**config.mk**
```make
export PLATFORM = sky130hd
export DESIGN_NAME = sparse_weight_loader_flat
export DESIGN_NICKNAME = d
export VERILOG_FILES = /design/src/rtl/sparse_weight_loader.sv /design/src/rtl/sparse_weight_loader_if.sv /design/src/flat_wrapper.sv
export SDC_FILE = /design/constraint.sdc
export NUM_CORES = 1
export LEC_CHECK = 0
export BUFFER_PORTS_ARGS = -buffer_cell sky130_fd_sc_hd__buf_4
export CORE_AREA = 2 2 124 138
export CTS_CLUSTER_SIZE = 40
export DETAILED_ROUTE_END_ITERATION = 8
export DIE_AREA = 0 0 126 140
export SKIP_CTS_REPAIR_TIMING = 1
export SYNTH_ARGS = -nofsm -noshare
export SYNTH_HDL_FRONTEND = slang
export SYNTH_SLANG_ARGS = --single-unit
```
**constraint.sdc**
```tcl
create_clock -name clk -period 2.5 [get_ports clk]
set_input_delay 0.25 -clock clk [delete_from_list [all_inputs] [get_ports clk]]
set_output_delay 0.25 -clock clk [all_outputs]
set_load 0.02 [all_outputs]
```
**src/rtl/sparse_weight_loader.sv**
```systemverilog
// Double-buffered loader that assembles 2:4 sparse weight beats into NUM_ROWS rows
// and promotes the shadow bank to the active bank on swap_req.
`default_nettype none

package sparse_weight_loader_pkg;
  typedef struct packed {
    logic signed [7:0] val_0;
    logic [1:0]        idx_0;
    logic signed [7:0] val_1;
    logic [1:0]        idx_1;
  } sparse_packet_t;
endpackage

module sparse_weight_loader
  import sparse_weight_loader_pkg::*;
#(
  parameter int NUM_ROWS = 4
) (
  input  wire logic               clk,
  input  wire logic               rst,
  sparse_weight_loader_if.slave   s,
  input  wire logic               swap_req,
  output logic                    swap_ack,
  output sparse_packet_t          w_rows [NUM_ROWS],
  output logic                    weights_valid,
  output logic                    shadow_full,
  output logic                    err_idx,
  output logic                    err_frame,
  input  wire logic               err_clr
);

  localparam int BEATS = 2 * NUM_ROWS;
  localparam int CNT_W = $clog2(BEATS);

  typedef enum logic [1:0] {
    FILL  = 2'd0,
    DRAIN = 2'd1,
    FULL  = 2'd2
  } state_t;

  state_t           state;
  state_t           state_nxt;
  logic [CNT_W-1:0] beat_cnt;
  sparse_packet_t   shadow [NUM_ROWS];

  logic       ready;
  logic       accept;
  logic       fill_beat;
  logic       last_slot;
  logic       do_swap;
  logic [1:0] prev_idx;
  logic       idx_bad;
  logic       frame_bad;
  logic       unused_bits;

  assign unused_bits = ^s.tdata[15:10];

  assign ready     = ((state == FILL) || (state == DRAIN)) && !rst;
  assign s.tready  = ready;
  assign accept    = s.tvalid && ready;
  assign fill_beat = accept && (state == FILL);
  assign last_slot = (beat_cnt == CNT_W'(BEATS - 1));
  assign do_swap   = (state == FULL) && shadow_full && swap_req;

  // idx_0 of the row the current odd beat completes, for the ascending-index check
  always_comb begin
    prev_idx = 2'd0;
    for (int r = 0; r < NUM_ROWS; r++) begin
      if (beat_cnt == CNT_W'(2 * r + 1)) begin
        prev_idx = shadow[r].idx_0;
      end
    end
  end

  assign idx_bad   = fill_beat && beat_cnt[0] && (s.tdata[9:8] <= prev_idx);
  assign frame_bad = fill_beat && (s.tlast != last_slot);

  always_comb begin
    state_nxt = state;
    case (state)
      FILL: begin
        if (accept && last_slot) begin
          state_nxt = s.tlast ? FULL : DRAIN;
        end
      end
      DRAIN: begin
        if (accept && s.tlast) begin
          state_nxt = FILL;
        end
      end
      FULL: begin
        if (do_swap) begin
          state_nxt = FILL;
        end
      end
      default: state_nxt = FILL;
    endcase
  end

  always_ff @(posedge clk) begin
    if (rst) begin
      state         <= FILL;
      beat_cnt      <= '0;
      swap_ack      <= 1'b0;
      weights_valid <= 1'b0;
      shadow_full   <= 1'b0;
      err_idx       <= 1'b0;
      err_frame     <= 1'b0;
      for (int r = 0; r < NUM_ROWS; r++) begin
        shadow[r] <= '0;
        w_rows[r] <= '0;
      end
    end else begin
      state    <= state_nxt;
      swap_ack <= do_swap;

      if (fill_beat) begin
        // any tlast or the final slot ends the frame; bad frames restart from slot 0
        if (s.tlast || last_slot) begin
          beat_cnt <= '0;
        end else begin
          beat_cnt <= beat_cnt + 1'b1;
        end
        for (int r = 0; r < NUM_ROWS; r++) begin
          if (beat_cnt == CNT_W'(2 * r)) begin
            shadow[r].val_0 <= s.tdata[7:0];
            shadow[r].idx_0 <= s.tdata[9:8];
          end
          if (beat_cnt == CNT_W'(2 * r + 1)) begin
            shadow[r].val_1 <= s.tdata[7:0];
            shadow[r].idx_1 <= s.tdata[9:8];
          end
        end
      end

      if (fill_beat && s.tlast && last_slot) begin
        shadow_full <= 1'b1;
      end else if (do_swap) begin
        shadow_full <= 1'b0;
      end

      if (do_swap) begin
        weights_valid <= 1'b1;
        for (int r = 0; r < NUM_ROWS; r++) begin
          w_rows[r] <= shadow[r];
        end
      end

      if (idx_bad) begin
        err_idx <= 1'b1;
      end else if (err_clr) begin
        err_idx <= 1'b0;
      end

      if (frame_bad) begin
        err_frame <= 1'b1;
      end else if (err_clr) begin
        err_frame <= 1'b0;
      end
    end
  end

endmodule

`default_nettype wire

```
**src/rtl/sparse_weight_loader_if.sv**
```systemverilog
// Weight-beat stream into sparse_weight_loader: 16-bit beats with valid/ready/last.
`default_nettype none

interface sparse_weight_loader_if;
  logic [15:0] tdata;
  logic        tvalid;
  logic        tready;
  logic        tlast;

  modport master (output tdata, output tvalid, output tlast, input tready);
  modport slave  (input tdata, input tvalid, input tlast, output tready);
endinterface

`default_nettype wire

```
**src/flat_wrapper.sv**
```systemverilog
// flat-port wrapper written by rule: the top's interface ports become plain ports
module sparse_weight_loader_flat import sparse_weight_loader_pkg::*;
#(
  parameter int NUM_ROWS = 4
)
  (clk, rst, swap_req, swap_ack, w_rows, weights_valid, shadow_full, err_idx, err_frame, err_clr, s_tdata, s_tvalid, s_tlast, s_tready);
  sparse_weight_loader_if s_i ();
  input  wire logic clk;
  input  wire logic rst;
  input  wire logic swap_req;
  output logic swap_ack;
  output sparse_packet_t w_rows[NUM_ROWS];
  output logic weights_valid;
  output logic shadow_full;
  output logic err_idx;
  output logic err_frame;
  input  wire logic err_clr;
  input wire logic [$bits(s_i.tdata)-1:0] s_tdata;
  input wire logic [$bits(s_i.tvalid)-1:0] s_tvalid;
  input wire logic [$bits(s_i.tlast)-1:0] s_tlast;
  output wire logic [$bits(s_i.tready)-1:0] s_tready;
  assign s_i.tdata = s_tdata;
  assign s_i.tvalid = s_tvalid;
  assign s_i.tlast = s_tlast;
  assign s_tready = s_i.tready;
  sparse_weight_loader #(.NUM_ROWS(NUM_ROWS)) u_core (.clk(clk), .rst(rst), .s(s_i), .swap_req(swap_req), .swap_ack(swap_ack), .w_rows(w_rows), .weights_valid(weights_valid), .shadow_full(shadow_full), .err_idx(err_idx), .err_frame(err_frame), .err_clr(err_clr));
endmodule
```
==> results of run 1 <==
[metrics by stage]
stage,cell area [um^2],hold WS (ns)
final,8010,0.0460
after global routing,8010,0.0287
after CTS,8010,0.0229
after detailed placement,7370,0.447
after global placement,7370,0.450
after floorplan,6360,0.347
[synth_stat cells (2+ instances only)]
master      n  area share
a21o_1      2      0.0024
a21oi_1    87       0.068
and2_1     54       0.053
and3_1     21       0.021
and4b_1     2      0.0031
buf_1       4      0.0024
buf_2       2      0.0016
clkbuf_1   30       0.018
dfxtp_1    90        0.28
edfxtp_1   80        0.38
ha_1        9       0.018
inv_1       5      0.0030
nand2_1   172        0.10
nand3_1     2      0.0016
nand3b_1    3      0.0035
nor2_1     11      0.0065
nor2b_1     2      0.0020
nor3_1      8      0.0063
nor4_1      2      0.0020
or2_2       6      0.0059
or4_1       2      0.0024
or4b_1      2      0.0031
[state kept, by name, indices dropped and copies added, names as in the netlist]
name and flops:
u_core.err_idx 1, u_core.beat_cnt 3, u_core.err_frame 1, u_core.shadow_full 1
u_core.shadow 80, u_core.state 2, u_core.swap_ack 1, u_core.w_rows 80
u_core.weights_valid 1
[worst max-delay path: stages (launching register included)]
cell and delay (ns):
dfxtp_1 0.39, ha_1 0.20, ha_1 0.19, buf_4 0.18
nand2_1 0.06, and3_1 0.14, o31a_1 0.27, ha_1 0.28
nor2b_1 0.13, a2bb2oi_1 0.14, o32ai_1 0.23
[cells by family after synthesis]
| family | count (synthesis) | synth area share |
|---|---|---|
| and+or+nand+nor | 291 | 0.218 |
| DFF | 170 | 0.661 |
| AOI/OAI and AO/OA | 94 | 0.0775 |
| buffers and inverters | 42 | 0.0252 |
| adders and majority gates | 9 | 0.0177 |
[routing by layer]
layer	GRT usage	vias to the layer above
met5	0	-
li1	-	2247
met2	0.285	129
met4	0.0694	0
met1	0.206	2155
met3	0.0367	25
[power by group]
part / internal, mW / switching, mW
Clock: 1.70 / 1.12
Sequential: 2.96 / 0.0188
Combinational: 0.0449 / 0.115
[final cells by class]
type                    count  area (um^2)  share of cell area
clock buffers              18          429              0.0536
clock inverters            14          208              0.0259
inverters                   6         22.5             0.00281
multi-input cells         394         1990               0.249
flip-flops and latches    170         4200               0.525
well taps                 204          255              0.0319
repair buffers            118          898               0.112
[how the worst max path moves through the flow]
stage | startpoint | to | slack, ns
3_3_place_gp | u_core.beat_cnt[0] | u_core.err_idx | 0.31
6_report | u_core.beat_cnt[0] | u_core.err_idx | 0.19
4_1_cts | u_core.beat_cnt[0] | u_core.err_idx | 0.21
3_5_place_dp | u_core.beat_cnt[0] | u_core.err_idx | 0.24
2_1_floorplan | u_core.beat_cnt[0] | u_core.err_idx | 0.40
5_1_grt | u_core.beat_cnt[1] | u_core.err_idx | 0.06
==> results.cfg, run 1 <==
[pwr]
power_mw = 5.96
powerDensity_nw_per_um2 = 744
ir_worst_vdd_v = 0.000426
power_leakage_nw = 3.13

[synthesis]
synth_edf_count = 80
synth-seq-area-share = 0.661
ys_types = 32
synth_area_um2 = 6360
async_reset_ff_frac = 0
syn-instance-count = 606
synth_nets = 637
ys.flop_type = dfxtp_1
synth.avg_cell_area_um2 = 10.5
ys_ff_latch = 170
yosysWarningCount = 0

[final_layout]
antennaDiodeCount = 0
final_common_cell = nand2_1
layout-drive-gt1-share = 0.218
final_core_util = 0.495
num-fill-cells = 1520
area_growth_pct = 26.0
nets = 738
final_cell_mix = 172 x nand2_1, 117 x buf_4, 90 x dfxtp_1, 87 x a21oi_1, 80 x edfxtp_1
layoutNonFillerInstCount = 924

[flow_run]
cap_violations = 0

[worst_setup_path]
cp_max_fo = 13
worst_ep_arrival_time_ns = 2.63
cp.required_ns = 2.82
r2r_end = u_core.err_idx
cp-start-kind = flip-flop
r2r_start = u_core.beat_cnt[0]
r2r_slack_ns = 0.19
cp-end-kind = flip-flop
r2r_cells = 10
critical_path_class = flip-flop to flip-flop

[timing]
period_minus_slack_ns = 2.31
period_share = 0.925
fin_ws_ns = 0.189
tns_ns = 0
slew_headroom = 0.656
finalSetupViolations = 0
hold_viol = 0
rsz0062_at_grt = no
final-max-slew-violation-count = 0
max_freq_ghz = 0.433
finalClockSkew_ns = 0.00725
tightest_slew_ns = 0.516

[drt]
drcViolationCount = 0
drt_pass1_iterations = 4
via_count = 4556
wl_met3_um = 793
drtIter0Drc = 298
routed.top_layer = met4
wl_um = 14600
wl_met1_um = 6270
viasPerCell = 4.93
routedWlPerCell_um = 15.8
drtAntennaViolNets = 0
wl_met2_um = 7220

[floorplanning]
fp.dieArea_um2 = 17600
core_area_um2 = 16200
die_x_um = 126
core.rowCount = 49
pin_count = 108
initial_core_util = 0.393
die_h_um = 140

[placed_design]
place_hpwl_um = 9880
place_inst = 892
io_buffer_count = 101
place_congestion = 0.832
pre_cts_slack_ns = 0.237

[clocking]
ctsHtreeMaxLevel = 4
ctsRootBufferMaster = clkbuf_16
clk_latency_ns = 0.42
cts-buffers-inserted = 17
clockBufferDepth = 2
path_clk_slew_ns = 0.07
clock_sinks = 170
cts_tree = yes

[min_path]
hold_path.startpoint = err_clr
hold_end = u_core.err_idx
hp-class = primary input to flip-flop
hold_path_depth = 2

[grt]
antenna_found_initial = 0
first_global_vias = 4382
gr-total-overflow = 0
grt_max_degree = 50
track_usage = 0.167
grt_pass1_wl_um = 23000

[run_status]
outcome = complete, no violations
Power figures use the tool's default switching activity.
==> run 2, diff against run 1 <==
MAX_ROUTING_LAYER = met4   (was default)
==> run 2 against run 1 <==
  * Critical path depth is the same
  * Clock skew grew 0.0058 ns
  * Die area is the same
  * Via count shrank 0.83%
  * Sequential share of layout area is the same
  * Core utilization is the same
  * Non-clock buffer count is the same
  * Combinational power is essentially flat
  * Global-route usage grew 0.50 points
  * Hold slack lost 0.013 ns
  * Sequential power is essentially flat
==> results.cfg, run 2 (synthesized netlist as in run 1, its figures left out) <==
[run_status]
outcome = complete, no violations

[clocking]
clockBufferDepth = 2
path_clk_slew_ns = 0.07
ctsHtreeMaxLevel = 4
clk_latency_ns = 0.42
ctsRootBufferMaster = clkbuf_16
cts_tree = yes
cts-buffers-inserted = 17
clock_sinks = 170

[final_layout]
num-fill-cells = 1520
final_common_cell = nand2_1
layout-drive-gt1-share = 0.218
antennaDiodeCount = 0
final_cell_mix = 172 x nand2_1, 117 x buf_4, 90 x dfxtp_1, 87 x a21oi_1, 80 x edfxtp_1
reg.largest.list = u_core.shadow: 80 flops, u_core.w_rows: 80 flops, u_core.beat_cnt: 3 flops
regArea_um2 = 4200
fin_area_um2 = 8010
nets = 738
area_growth_pct = 26.0
multi_input_area_um2 = 1990

[drt]
drt_pass1_iterations = 4
viasPerCell = 4.89
wl_um = 14600
routedWlPerCell_um = 15.8
drcViolationCount = 0
drtAntennaViolNets = 0
drtIter0Drc = 293
via_count = 4518

[timing]
finalSetupViolations = 0
fin_ws_ns = 0.213
worst_hold_slack_ns = 0.0325
tightest_slew_ns = 0.513
rsz0062_at_grt = no
finalClockSkew_ns = 0.0131
max_freq_ghz = 0.437
slew_headroom = 0.658
hold_viol = 0
period_minus_slack_ns = 2.29
final-max-slew-violation-count = 0
tns_ns = 0
period_share = 0.915

[placed_design]
io_buffer_count = 101
post_dp_cell_area_um2 = 7370
pre_cts_slack_ns = 0.237
place_congestion = 0.844
place_hpwl_um = 9880

[worst_setup_path]
worst_ep_arrival_time_ns = 2.62
cp_max_fo = 13
cp-endpoint = u_core.err_idx
critical_path.cell_chain = ha_1, ha_1, buf_4, nand2_1, and3_1, o31a_1, ha_1, nor2b_1, a2bb2oi_1, o32ai_1
r2r_slack_ns = 0.21
critical_path_class = flip-flop to flip-flop
r2r_end = u_core.err_idx
cp-end-kind = flip-flop
worst-path-buf-inv = 1
cp.required_ns = 2.83
path_delay_family = adder cells
cp-start-kind = flip-flop
cp_slowest_cell = dfxtp_1
r2r_start = u_core.beat_cnt[0]
cpMostUsedCell = ha_1
crit_cells = 10
r2r_cells = 10
crit_start = u_core.beat_cnt[0]
slowest_delay_ns = 0.38

[grt]
first_global_vias = 4386
antenna_found_initial = 0
grt_pass1_wl_um = 23000
gr-total-overflow = 0
grt_max_degree = 50
track_usage = 0.173

[min_path]
hp-class = primary input to flip-flop
hold_path_depth = 2

[floorplanning]
die_h_um = 140
die_x_um = 126
core_area_um2 = 16200
fp.dieArea_um2 = 17600
initial_core_util = 0.393
pin_count = 108
core.rowCount = 49

[pwr]
power_leakage_nw = 3.13
powerDensity_nw_per_um2 = 745
ir_worst_vdd_v = 0.000428

[flow_run]
cap_violations = 0
-- run 2: power breakdown --
part / internal, mW / leakage [nW] / total (mW) / switching [mW]
Sequential: 2.96 / 1.55 / 2.98 / 0.0189
Clock: 1.70 / 0.310 / 2.82 / 1.12
Combinational: 0.0449 / 1.26 / 0.160 / 0.116
Total: 4.71 / 3.13 / 5.96 / 1.26
-- run 2: worst min path at each step --
stage	start	end
2_1_floorplan	err_clr	u_core.err_idx
6_report	err_clr	u_core.err_idx
3_5_place_dp	u_core.w_rows[3]	u_core.w_rows[3]
3_3_place_gp	u_core.w_rows[3]	u_core.w_rows[3]
4_1_cts	err_clr	u_core.err_idx
5_1_grt	err_clr	u_core.err_idx
-- run 2: per-layer routing --
metal	share of wire	GRT usage	up-vias
met3	0.042	0.0363	24
met5	0	-	-
met2	0.50	0.285	108
met4	0.020	0.0659	0
li1	-	-	2247
met1	0.44	0.208	2139
-- run 2: per-stage QoR --
stage	util	std cells	power (mW)
after CTS	0.495	924	6.01
after global routing	0.495	924	6.14
after global placement	0.456	892	3.20
after detailed placement	0.456	892	3.20
after floorplan	-	606	3.11
final	0.495	924	5.96
-- run 2: area by class of cell --
| type | count | share of cell area |
|---|---|---|
| multi-input combinational | 394 | 0.249 |
| clock inverter | 14 | 0.0259 |
| inverter | 6 | 0.00281 |
| clock buffer | 18 | 0.0536 |
| sequential | 170 | 0.525 |
| timing repair buffer | 118 | 0.112 |
| tap | 204 | 0.0319 |
